==> src/rtl/inst_fetch_queue.sv <==
// inst_fetch_queue: instruction-fetch stage feeding the 4-register add/sub/and pipeline.
// Buffers pushed instructions in a FIFO and issues one per cycle on a registered
// inst_out, together with the pipeline advance enable start_out.
// When the FIFO runs dry it issues NOP bubbles. After a program's last instruction
// it issues DRAIN_CYCLES NOPs, so that the final write-back lands before done rises.
// Optional macro INST_FETCH_STATS_EN adds a saturating bubble_cnt output.
module inst_fetch_queue #(
    parameter int         DEPTH        = 8,
    parameter int         AW           = 3,
    parameter int         DRAIN_CYCLES = 2,
    parameter logic [7:0] NOP_INST     = 8'h00
) (
    input  logic          clk,
    input  logic          rst,
    input  logic          in_valid,
    input  logic [7:0]    in_inst,
    input  logic          in_last,
    output logic          in_ready,
    input  logic          go,
    output logic [7:0]    inst_out,
    output logic          start_out,
    output logic          busy,
    output logic          done,
    output logic [AW:0]   fifo_count,
    output logic [15:0]   issued_cnt
`ifdef INST_FETCH_STATS_EN
    ,
    output logic [15:0]   bubble_cnt
`endif
);

    localparam int            DW         = (DRAIN_CYCLES < 2) ? 1 : $clog2(DRAIN_CYCLES + 1);
    localparam logic [DW-1:0] DRAIN_INIT = DW'(DRAIN_CYCLES);
    localparam logic [AW:0]   FULL_COUNT = (AW + 1)'(DEPTH);

    typedef enum logic [1:0] {IDLE, RUN, DRAIN, DONE} state_t;

    state_t         state;
    state_t         state_nxt;

    logic [8:0]     mem [DEPTH];
    logic [AW-1:0]  wr_ptr;
    logic [AW-1:0]  rd_ptr;
    logic [DW-1:0]  drain_cnt;

    logic           fifo_empty;
    logic           push;
    logic           pop;
    logic [7:0]     head_inst;
    logic           head_last;

    logic           start_nxt;
    logic [7:0]     inst_nxt;
    logic           load_drain;
    logic           dec_drain;

    assign fifo_empty = (fifo_count == '0);
    assign in_ready   = (fifo_count != FULL_COUNT);
    assign push       = in_valid && in_ready;
    assign head_inst  = mem[rd_ptr][7:0];
    assign head_last  = mem[rd_ptr][8];
    assign busy       = (state == RUN) || (state == DRAIN);
    assign done       = (state == DONE);

    // State register.
    always_ff @(posedge clk) begin
        if (rst) begin
            state <= IDLE;
        end else begin
            state <= state_nxt;
        end
    end

    // Next-state: go=0 pauses RUN/DRAIN; the last popped entry ends the program.
    always_comb begin
        state_nxt = state;
        case (state)
            IDLE: begin
                if (go) begin
                    state_nxt = RUN;
                end
            end
            RUN: begin
                if (go && !fifo_empty && head_last) begin
                    state_nxt = (DRAIN_CYCLES == 0) ? DONE : DRAIN;
                end
            end
            DRAIN: begin
                if (go && (drain_cnt <= DW'(1))) begin
                    state_nxt = DONE;
                end
            end
            DONE: begin
                if (go) begin
                    state_nxt = RUN;
                end
            end
            default: state_nxt = IDLE;
        endcase
    end

    // Output decode: the issue-side next values plus pop and drain-counter controls.
    always_comb begin
        pop        = 1'b0;
        start_nxt  = 1'b0;
        inst_nxt   = inst_out;
        load_drain = 1'b0;
        dec_drain  = 1'b0;
        case (state)
            RUN: begin
                if (go) begin
                    start_nxt = 1'b1;
                    if (!fifo_empty) begin
                        pop        = 1'b1;
                        inst_nxt   = head_inst;
                        load_drain = head_last;
                    end else begin
                        inst_nxt = NOP_INST;
                    end
                end
            end
            DRAIN: begin
                if (go) begin
                    start_nxt = 1'b1;
                    inst_nxt  = NOP_INST;
                    dec_drain = 1'b1;
                end
            end
            DONE: begin
                inst_nxt = NOP_INST;
            end
            default: ;
        endcase
    end

    // Issue registers: instruction, advance enable, drain countdown and issue counter.
    always_ff @(posedge clk) begin
        if (rst) begin
            inst_out   <= NOP_INST;
            start_out  <= 1'b0;
            drain_cnt  <= '0;
            issued_cnt <= 16'd0;
        end else begin
            inst_out  <= inst_nxt;
            start_out <= start_nxt;
            if (load_drain) begin
                drain_cnt <= DRAIN_INIT;
            end else if (dec_drain) begin
                drain_cnt <= drain_cnt - DW'(1);
            end
            if (pop) begin
                issued_cnt <= issued_cnt + 16'd1;
            end
        end
    end

    // FIFO storage; unreset since occupancy is tracked by the pointers and count.
    always_ff @(posedge clk) begin
        if (push) begin
            mem[wr_ptr] <= {in_last, in_inst};
        end
    end

    // FIFO pointers and occupancy; simultaneous push and pop leave the count unchanged.
    always_ff @(posedge clk) begin
        if (rst) begin
            wr_ptr     <= '0;
            rd_ptr     <= '0;
            fifo_count <= '0;
        end else begin
            if (push) begin
                wr_ptr <= wr_ptr + AW'(1);
            end
            if (pop) begin
                rd_ptr <= rd_ptr + AW'(1);
            end
            case ({push, pop})
                2'b10:   fifo_count <= fifo_count + (AW + 1)'(1);
                2'b01:   fifo_count <= fifo_count - (AW + 1)'(1);
                default: fifo_count <= fifo_count;
            endcase
        end
    end

`ifdef INST_FETCH_STATS_EN
    // Saturating count of starved RUN cycles that issued a bubble.
    always_ff @(posedge clk) begin
        if (rst) begin
            bubble_cnt <= 16'd0;
        end else if ((state == RUN) && go && fifo_empty && (bubble_cnt != 16'hFFFF)) begin
            bubble_cnt <= bubble_cnt + 16'd1;
        end
    end
`endif

endmodule

==> config.mk <==
export PLATFORM = sky130hd
export DESIGN_NAME = inst_fetch_queue
export DESIGN_NICKNAME = d
export VERILOG_FILES = /design/src/rtl/inst_fetch_queue.sv
export SDC_FILE = /design/constraint.sdc
export NUM_CORES = 1
export LEC_CHECK = 0
export BUFFER_PORTS_ARGS = -buffer_cell sky130_fd_sc_hd__buf_2
export CAP_MARGIN = 20
export CORE_MARGIN = 2
export CORE_UTILIZATION = 29
export CTS_CLUSTER_DIAMETER = 100
export DETAILED_ROUTE_END_ITERATION = 12
export GPL_ROUTABILITY_DRIVEN = 0
export PLACE_DENSITY = 0.56
export SLEW_MARGIN = 10
export SYNTH_ARGS = -nofsm -noshare
export SYNTH_HDL_FRONTEND = slang
export SYNTH_SLANG_ARGS = --single-unit
==> constraint.sdc <==
create_clock -name clk -period 2.7 [get_ports clk]
set_input_delay 0.27 -clock clk [delete_from_list [all_inputs] [get_ports clk]]
set_output_delay 0.27 -clock clk [all_outputs]
set_load 0.1 [all_outputs]
Yosys cells after proc, flatten, opt, wreduce, memory -nomap -nowiden

Memories as Yosys holds them, arrays and structs flattened. A register that Yosys moved wholly into a read port is not among the register bits.
Index checks and enable logic that the tools add are counted.

Eq/ne operators: 11
Reductions and logical operators: 17
Multiplexer cells: 23
$lt $le $gt $ge: 1
Bitwise gates (word level): 1
Add/subtract/negate cells: 6

Operators with widths:

| cell                                                           | number |
|---|---|
| two-way mux 8 bit                                              | 3 |
| one-hot mux 8 bit (3 select lines)                             | 1 |
| adder 16 x 1 -> 16 bit, second input constant                  | 1 |
| two-way mux 1 bit                                              | 10 |
| two-way mux 2 bit                                              | 5 |
| one-hot mux 4 bit (2 select lines)                             | 1 |
| OR reduction 2 bit                                             | 4 |
| adder 3 x 1 -> 3 bit, second input constant                    | 2 |
| equality test 2 bit, second input constant                     | 3 |
| two-way mux 3 bit                                              | 2 |
| != test 2 x 1 -> 1 bit, second input constant                  | 3 |
| one-hot mux 2 bit (3 select lines)                             | 1 |
| AND reduction 3 bit                                            | 2 |
| adder 4 x 1 -> 4 bit, second input constant                    | 1 |
| equality test 2 x 1 -> 1 bit, second input constant            | 2 |
| logical AND 1 bit                                              | 4 |
| zero test 4 bit                                                | 1 |
| != test 2 bit, second input constant                           | 2 |
| != test 4 bit, second input constant                           | 1 |
| nonzero test 2 bit                                             | 2 |
| subtractor 4 x 1 -> 4 bit, second input constant               | 1 |
| nonzero test 3 bit                                             | 1 |
| less-or-equal comparator 2 x 1 -> 1 bit, second input constant | 1 |
| zero test 2 bit                                                | 1 |
| 4 further kinds                                                | 4 |

Memory bits (writable): 72
Word-level logic and storage cells: 69
Bits in registers: 39
Input port bits: 13
Output and inout port bits: 32
Memories: 1

Memory list:

| memory | depth | width | read ports | clocked after memory_dff | wr ports | RTL line | RTL |
|---|---|---|---|---|---|---|---|
| mem    | 8     | 9     | 1          | 1                        | 1        | 41       | `logic [8:0] mem [DEPTH];` |

Longest topological paths before layout

Gate-level depths: netlist (run 1).

Word-level depth: 6
Gate-level depth with buffers: 12
Mapped depth without buffers: 10

Worst setup path after synthesis (run 1)

No wires, ideal clock.

Path kind: reg-to-reg
Start point: register fifo_count[1]
End point: memory mem[0][0], enable pin
Clock period less this slack: 3.970 ns
Required time: 2.313 ns
Path slack: -1.270 ns
Buffers on the path: 2
Library setup time: 0.387 ns
Arrival time: 3.584 ns
Stages on the path, launching flop included: 7
Cells stage by stage: dfxtp_1 buf_2 or4b_1 clkbuf_1 nand2_1 or2_1 nor3_1

Longest elaborated chain between the ends: 4

Ends and longest elaborated chain:

| item                                    | RTL line | RTL |
|---|---|---|
| start, declared                         | 24       | `output logic [AW:0] fifo_count,` |
| start signal, assigned                  | 178      | `2'b10: fifo_count <= fifo_count + (AW + 1)'(1);` |
| start signal, assigned                  | 179      | `2'b01: fifo_count <= fifo_count - (AW + 1)'(1);` |
| start signal, assigned                  | 180      | `default: fifo_count <= fifo_count;` |
| != test 4 bit                           | 58       | `assign in_ready = (fifo_count != FULL_COUNT);` |
| via in_ready                            | 18       | `output logic in_ready,` |
| logical AND 1 bit                       | 59       | `assign push = in_valid && in_ready;` |
| two-way mux 1 bit                       | 159      | `if (push) begin` |
| two-way mux 1 bit (implied by the code) | 160      | `mem[wr_ptr] <= {in_last, in_inst};` |
| end, declared                           | 41       |  |

The timed path passes the listed nets, and every way through them passes these cells.

Final worst setup path (run 1)

Start point: register fifo_count[0]
End point: register fifo_count[2]

Longest elaborated chain between the ends: 6
Elaborated cells between the ends (all ways): 12
Those cells by class: add/sub: 2; eq/ne: 3; mux: 4; reduce/logical: 3

Ends and longest elaborated chain:

| item                                                                            | RTL line | RTL |
|---|---|---|
| zero test 4 bit                                                                 | 57       | `assign fifo_empty = (fifo_count == '0);` |
| two-way mux 1 bit                                                               | 113      | `if (!fifo_empty) begin` |
| two-way mux 1 bit                                                               | 111      | `if (go) begin` |
| two-way mux 1 bit                                                               | 109      | `case (state)` |
| equality test 2 x 1 -> 1 bit / equality test 2 bit (equally long branches)      | 177      | `case ({push, pop})` |
| one-hot mux 4 bit (2 select lines) / nonzero test 2 bit (equally long branches) | n/a      |  |

Several ways; a longest one is shown, not always the timed one.
A chain may end at the register's enable or synchronous reset.

==> results.txt, run 1 <==
Counting every net in the synthesized netlist gives 343. The number of clock buffers added by TritonCTS is 17. In the routed design, unresolved DRC markers number 0. The clock share of power is 44.8%, and the vertical die dimension is 130.5 um. Clock tree synthesis selected as its root buffer the cell clkbuf_16. Count of endpoints failing hold in the final timing report: 0. Residual antenna-violating net count after detailed routing: 0. Traced cell by cell, the critical path runs through or4b_4 -> nand2_2 -> ha_2 -> xor2_1 -> ha_1 -> a21oi_1 -> xor2_1 -> or3_1 -> a21oi_1. The biggest fanout along the worst timing path is 8. The total power of the final layout is 5219 uW. Setup repair after global routing left no endpoint under its margin.

The gate count after technology mapping came out at 319. The design internal power was 3772 uW. The largest single stage delay on the critical path is 0.59 ns. In this run the power density over the cells is 893.8 nW/um^2. The worst-case IR drop observed on VDD is 0.4288 mV. The flow ran to the end, and the final reports show no timing, DRC or antenna violations. Average footprint of a synthesized cell: 14.54 um^2. The actual slew at the worst max-slew pin is 0.6249 ns. For this run, the leading register cell type out of synthesis is edfxtp_1.

The sequential share of the synthesized area is 64.74%, and the number of core rows is 46. The proportion of synthesized flip-flops having asynchronous set or reset is 0%. The static leakage was 0.002076 uW; the fraction of the cycle the final worst path needs was 89.42%. Summed over all layers, the routed wires come to 9.534 mm. The clock latency at the later pin of the worst-skew pair came out at 0.40 ns. For this configuration, the core starts out at a cell density of 29.41%.

The count of pins on the block boundary is 45. The total number of H-tree levels was 4. The pin count of the biggest net entering global routing came out at 23.

The run gives 0 as the number of synthesis warnings. The top cell type by area accounts for 46.61% of the synthesized area. The die covers 17020 um^2. The run gives 4 as the number of optimization iterations in the first detailed-route pass.

By startpoint and endpoint, the worst setup path is classified as register to register. Of all cell types, the one taking the most synthesized area is edfxtp_1. The worst hold path belongs to the class input pin to register. The via count of the first global-routing pass came out at 2842. The synthesized design contains 114 register bits. In the final layout, the share of cells above drive strength 1 is 30.48%. The clock arrives with 0.005673 ns of skew. The number of flops mapped to enable cells by yosys works out to 72.

The run gives 6.320 mm as the detailed placement HPWL. The number of max-cap violations was 0. The share of total power dissipated in sequential elements is 38.5%. The share of total power dissipated in combinational logic is 16.6%. Net switching is 27.73% of the power.

Measured along the x axis, the die boundary spans 130.5 um. Detailed routing inserted a total of 2792 vias. Initial antenna violation count: 1. The count of buffers added by post-CTS timing repair for setup is 0, and the distinct cell type count after synthesis is 44. Using the TritonRoute via totals, the vias-per-cell ratio works out to 4.547. Standard cell core area: 15770 um^2. For the netlist area before placement, the log shows 4638 um^2.

STA puts the critical path data arrival time at 2.74 ns. The final layout contains 409 nets. Counting tap cells, the placed design contains a total of 582 instances.

Area overhead of the layout relative to synthesis: 25.90%. STA puts the critical path data required time at 3.03 ns. Summed over all nets, the switching power comes to 1447 uW.

The sort of element at the end of the critical path is a register. The maximum clock insertion buffer count is 2, and the total global routing overflow is 0. Derived from the worst setup path, the maximum achievable clock frequency is 414.2 MHz. In the final routed layout, each cell accounts on average for 15.53 um.

Setup total negative slack on the finished layout was measured at 0 ns. For this run, the number of standard cells in the final layout without fillers is 614. The number of buffer cells added on primary ports works out to 44. Setup violations remaining at the end of the flow were counted as 0. After synthesis, the cell types taking the most area are edfxtp_1 (47%), dfxtp_1 (18%), mux4_2 (8.7%). Once layout is complete, the utilization of the core stands at 37.03%. The worst path in the final design needs a cycle of 2.414 ns, including I/O delays and setup. Clock tree synthesis found a total of 114 sinks.

The first-pass GRT wire length came out at 15.26 mm. The tools report the final-report max-slew violation count as 0. The worst setup path is launched from a register. Among all stages on the critical path, the largest delay is contributed by or4b_4. Headroom to the max-slew limit came out at 57.88%.

Aggregate global-route resource usage: 12.11%. TritonCTS built the clock tree. The first routing iteration left 140 violations.

CTS clock-pin slew for the worst setup and hold paths: 0.06 ns.
-- critical path: cells and delay by family (launching register included) --
kind	cells	cell delay [ns]
AOI/OAI and AO/OA	2	0.20
adders and majority gates	2	0.41
and+or+nand+nor	3	1.03
DFF	1	0.36
xor gates and xnor gates	2	0.33
-- final cells by class --
class                      count  area (um^2)
inverter                       6        22.52
sequential                   114         3013
tap                          216        270.3
clock inverter                12        182.7
antenna                        1        2.502
timing repair buffer          62        355.3
multi-input combinational    184         1550
fill                        1481         9931
clock buffer                  19        442.9
-- metrics by stage --
stage / setup slack (ns) / hold slack [ns] / cell area, um^2
after floorplan: 0.003130 / 0.3689 / 4677
after global placement: 0.3496 / 0.4386 / 5207
after detailed placement: 0.2298 / 0.4429 / 5207
after CTS: 0.1830 / 0.1117 / 5833
after global routing: 0.09697 / 0.1293 / 5837
final: 0.2857 / 0.1389 / 5839
-- repair_timing --
action | CTS | global route
setup endpoints to repair | 0 | 1
hold buffers | 0 | 0
resized for setup | 0 | 1
-- cell usage in the layout, fill, tap and decap left out, types with 3 or more instances in the layout --
| cell | Yosys | layout |
|---|---|---|
| edfxtp_1 | 72 | 72 |
| buf_2 | 6 | 44 |
| dfxtp_1 | 42 | 38 |
| nor2_1 | 27 | 27 |
| mux4_2 | 18 | 18 |
| buf_4 | 0 | 18 |
| clkbuf_16 | 0 | 17 |
| nand3_1 | 13 | 13 |
| nand2_1 | 13 | 12 |
| mux2i_1 | 12 | 12 |
| a21oi_1 | 12 | 12 |
| xor2_1 | 10 | 10 |
| ha_1 | 11 | 10 |
| o2bb2ai_1 | 8 | 8 |
| inv_1 | 6 | 6 |
| or3_1 | 6 | 6 |
| a211oi_1 | 5 | 5 |
| xnor2_1 | 5 | 5 |
| nor3_1 | 4 | 4 |
| o21ai_1 | 4 | 4 |
| bufinv_16 | 0 | 4 |
| nand2b_1 | 3 | 3 |
| o21ai_0 | 3 | 3 |
| nor4_1 | 3 | 3 |
| clkinv_4 | 0 | 3 |
| clkinvlp_4 | 0 | 3 |
-- cells by family (layout without fill, tap and decap cells) --
kind of cell,Yosys count,after routing,synth area share (%)
DFF,114,114,64.74
muxes,33,33,12.14
xor gates and xnor gates,15,15,2.832
AOI/OAI and AO/OA,39,39,5.800
other,0,1,0
and+or+nand+nor,86,86,9.496
adders and majority gates,11,11,2.967
buffers and inverters,21,99,2.023
-- power by group through the flow --
stage          Clock (uW)  Combinational, uW  Sequential, uW
2_1_floorplan           0                524            2210
3_3_place_gp            0                865            2040
3_5_place_dp            0                872            2050
4_1_cts              2400                877            2010
5_1_grt              2480                943            2030
6_report             2340                867            2010
-- worst paths after layout --
kind / cells after the start / to / start / slack, ns
max reg2reg: 9 / fifo_count[2] / fifo_count[0] / 0.29
max: 9 / fifo_count[2] / fifo_count[0] / 0.29
min reg2reg: 1 / inst_out[5] / inst_out[5] / 0.46
min: 1 / mem[7][5] / in_inst[5] / 0.14
-- synthesized netlist by cell type, drive strengths merged (8+ instances only) --
| master | instances |
|---|---|
| edfxtp | 72 |
| dfxtp | 42 |
| nor2 | 27 |
| mux4 | 18 |
| nand2 | 13 |
| nand3 | 13 |
| a21oi | 12 |
| mux2i | 12 |
| ha | 11 |
| xor2 | 10 |
| clkbuf | 8 |
| o2bb2ai | 8 |
-- sequential cells by signal, summed over array words and instances, names as in the netlist, named ones only --
| name | flops |
|---|---|
| issued_cnt | 16 |
| wr_ptr | 3 |
| start_out | 1 |
| state | 2 |
| inst_out | 8 |
| mem | 72 |
| rd_ptr | 3 |
| drain_cnt | 2 |
| fifo_count | 4 |
-- routing by layer --
metal | global-route usage (%) | vias up | part of all wire, %
met1 | 15.32 | 1382 | 45
li1 | - | 1354 | -
met5 | 0 | - | 0
met2 | 19.34 | 47 | 50
met3 | 4.031 | 9 | 4.2
met4 | 4.756 | 0 | 1.1
No activity file was read; power rests on OpenSTA's default activity.
==> run 2: changes to the inputs <==
--- a/config.mk
+++ b/config.mk
@@ -5,6 +5,8 @@
 export SDC_FILE = /design/constraint.sdc
 export NUM_CORES = 1
 export LEC_CHECK = 0
+export ABC_AREA = 1
+export ABC_CLOCK_PERIOD_IN_PS = 2100
 export BUFFER_PORTS_ARGS = -buffer_cell sky130_fd_sc_hd__buf_2
 export CAP_MARGIN = 20
 export CORE_MARGIN = 2
@@ -12,7 +14,7 @@
 export CTS_CLUSTER_DIAMETER = 100
 export DETAILED_ROUTE_END_ITERATION = 12
 export GPL_ROUTABILITY_DRIVEN = 0
-export PLACE_DENSITY = 0.56
+export PLACE_DENSITY = 0.57
 export SLEW_MARGIN = 10
 export SYNTH_ARGS = -nofsm -noshare
 export SYNTH_HDL_FRONTEND = slang
==> constraint.sdc (replaced) <==
create_clock -name clk -period 2.1 [get_ports clk]
set_input_delay 0.21 -clock clk [delete_from_list [all_inputs] [get_ports clk]]
set_output_delay 0.21 -clock clk [all_outputs]
set_load 0.1 [all_outputs]
==> run 2 against run 1 <==
  * Via count grew 28%
  * Sequential share of layout area is 1.5 points lower
  * Largest power group unchanged
  * Cell count increased by 27%
  * First-iteration DRC count up 64%
  * Synthesized cell count is 51% higher
  * Total power up 34%
  * Critical path depth is 5 lower
  * Worst setup slack worse by 0.14 ns
  * Clock power up 16%
  * Count of clock-buffer cells in the layout shrank 1
  * Clock skew is 0.0012 ns higher
  * Routed wire length is 14% higher
==> results.txt, run 2 <==
The run finished with clean final reports. TritonCTS built the clock tree. For the final routed database, the setup TNS stands at 0 ns. Prior to clock tree synthesis, the placed netlist has a worst setup slack of 0.1824 ns. Global routing finished with a remaining overflow of 0.

CTS built an H-tree with a depth of 4. Dividing total power by cell area gives a power density of 1158 nW/um^2. In this run the count of I/O pins placed on the die edge is 45. Clock-pin slew was measured on the worst setup and hold paths at 0.05 ns.

The gate count after technology mapping is 482, and the actual slew at the worst max-slew pin is 0.5830 ns. The initial utilization of the core area, before any placement, comes to 29.47%. In the routed layout, each cell is associated on average with a via count of 4.589. The floorplan step set the die width to 133.6 um. Net switching is 33.67% of the power. The time the worst path needs with I/O delays and setup is 1.950 ns. The logs give 3297 for the via count of the first global-routing pass and 230 for the number of DRC markers in iteration 0.

In the final layout, the multi-input gates occupy 1633 um^2. The synthesized design spends more area on one cell type than any other, namely edfxtp_1. The number of core rows was 47.

After synthesis, the cell types taking the most area are edfxtp_1 (44%), dfxtp_1 (17%), nor2_1 (5.6%). The tools report the sort of element at the end of the critical path as an output port. Setup repair after global routing left no endpoint under its margin. The number of optimization iterations in the first detailed-route pass came out at 7. The synthesized design devotes to its leading area cell type 44.40% of total area. The net switching power figure was 2349 uW; the area overhead of the layout relative to synthesis was 23.72%.

The standard cell core area was 16520 um^2; the number of buffer cells added on primary ports was 44. The tools report the pin count of the biggest net entering global routing as 37. nor2_1 is the most common cell in the netlist. The initial antenna violation count is 0, and the distinct cell type count after synthesis is 34. The die covers 17850 um^2. In the post-route analysis, the smallest setup slack over all paths is 0.1501 ns.

Yosys mapped a number of flops with a built-in enable equal to 72. The average footprint of a synthesized cell is 10.10 um^2. The instance count along the most critical hold path is 1, and the average detailed-routed wire length per instance is 13.99 um. The floorplan step set the die height to 133.6 um.

Of the cells placed in the final design, the portion with a size suffix greater than 1 is 20.97%. Derived from the worst setup path, the maximum achievable clock frequency is 512.8 MHz. The clock net in this run drives a total of 114 sinks.

The detailed placement HPWL was 7.292 mm; the net count of the mapped netlist was 506. The number of buffers created by CTS came out at 17. The routed layout has 3570 vias.

After filler insertion, the fill cell instance count of the layout stands at 1630. In the layout the commonest cells are nor2_1 (73), edfxtp_1 (72), nand2_1 (60), o21ai_0 (45), buf_2 (44). The largest registers in the layout are mem x72, issued_cnt x16, inst_out x8.

In this run, placement finished with an instance count of 746. At the worst endpoint, the arrival time is 1.74 ns. In the final layout, flip-flops and latches occupy 3020 um^2. The tools report the design internal power as 4628 uW. The worst-case IR drop observed on VDD is 0.5736 mV.

The tools report the residual antenna-violating net count after detailed routing as 0. The clock network accounts for 38.9% of the total power. The run gives 1.89 ns as the required time of the worst setup path.

For this run, the total global-route usage over all layers was measured as 12.62%. The first-pass GRT wire length was 17.07 mm. The proportion of synthesized flip-flops having asynchronous set or reset came out at 0%. The path class of the lowest-slack min-delay path is input pin to register. After synthesis, the most frequently instantiated cells are nor2_1 (73), edfxtp_1 (72), nand2_1 (61). The startpoint type of the worst setup path is a register. For this run, design rule violations remaining after detail routing come to 0. Count of non-filler cells in the finished layout: 778. Measured in cells, the most critical reg-to-reg path has a length of 11. Counting along the longest clock path gives a buffer depth of 2.

The tools report the master cell of the clock root buffer as clkbuf_16. The number of buffers inserted for hold repair after clock tree synthesis was 0. The total length of routed wires came out at 10.89 mm. Total of cells resized after clock tree synthesis: 0. Max-cap violations in this run came to 0.

The number of synthesis warnings is 0. The clock tree skew after final layout is 0.006907 ns, and the fraction of the cycle the final worst path needs is 92.85%. Of all nets on the critical path, the largest fanout is 5. By startpoint and endpoint, the worst setup path is classified as register to output port.

The leading cell type in the layout, fill and taps excluded was nor2_1. Sequential elements use 61.66% of the synthesized area. The count of endpoints failing hold in the final timing report is 0, and the netlist area before placement is 4870 um^2. The combinational share of power is 23.5%, and the clock latency at the later pin of the worst-skew pair is 0.41 ns. The number of setup buffers added after CTS is 0. For the sequential share of power, the log shows 37.6%. For this run, the post-layout net count is 569.

In the synthesized netlist the dominant register cell turns out to be edfxtp_1. Setup violations remaining at the end of the flow were counted as 0. The analysis attributes to cell leakage a power of 0.002361 uW. The register with the most flip-flops in the layout has 72 of them. The antenna diode count came out at 0. The tightest hold path in the finished design has a slack of 0.07900 ns.

In this run, synthesis produced a sequential element count of 114. The run gives 36.46% as the core utilization of the finished layout. More flip-flops sit in one register than any other, and that register is mem.

In this run the tightest slew margin relative to its limit is 61.07%. The final-report max-slew violation count was 0.
[run 2: power groups by stage]
stage          Sequential [uW]  Clock (uW)  Combinational, uW
6_report                  2630        2710               1640
4_1_cts                   2620        2780               1660
2_1_floorplan             3100           0                869
3_3_place_gp              2660           0               1620
5_1_grt                   2640        2880               1760
3_5_place_dp              2670           0               1650
[run 2: area by class of cell]
cell class	count	area share, %
clock buffers	18	7.124
clock inverters	14	2.305
inverters	46	2.866
multi-input cells	304	27.10
flip-flops and latches	114	50.14
well taps	220	4.569
repair buffers	62	5.898
[run 2: worst max-delay path, stage by stage, from the launching register on]
cell	delay, ns
dfxtp_1	0.41
inv_1	0.07
ha_1	0.35
inv_1	0.08
buf_2	0.43
[run 2: cells by family (layout without fill, tap and decap cells)]
family,Yosys count,in the layout,share of synthesized area (%)
adders and majority gates,11,11,2.826
DFF,114,114,61.66
buffers and inverters,64,140,5.524
AOI/OAI and AO/OA,96,96,10.95
xor gates and xnor gates,5,5,0.8992
and+or+nand+nor,192,192,18.14
[run 2: routing by layer]
| metal | global-route usage (%) | vias to the layer above | share of wire, % |
|---|---|---|---|
| met1 | 15.54 | 1707 | 46 |
| met4 | 4.965 | 0 | 1.3 |
| li1 | - | 1787 | - |
| met2 | 20.50 | 67 | 49 |
| met5 | 0 | - | 0 |
| met3 | 4.224 | 9 | 4.1 |
[run 2: final timing paths]
path	from	endpoint	slack (ns)
min reg2reg	inst_out[3]	inst_out[3]	0.46
min	in_inst[2]	mem[0][2]	0.08
max reg2reg	state[1]	fifo_count[2]	0.17
max	state[0]	busy	0.15
[run 2: metrics by stage]
| step | power, uW | cell area [um^2] |
|---|---|---|
| 2_1_floorplan | 3964 | 4922 |
| 3_3_place_gp | 4281 | 5456 |
| 3_5_place_dp | 4321 | 5456 |
| 4_1_cts | 7057 | 6025 |
| 5_1_grt | 7283 | 6025 |
| 6_report | 6977 | 6025 |
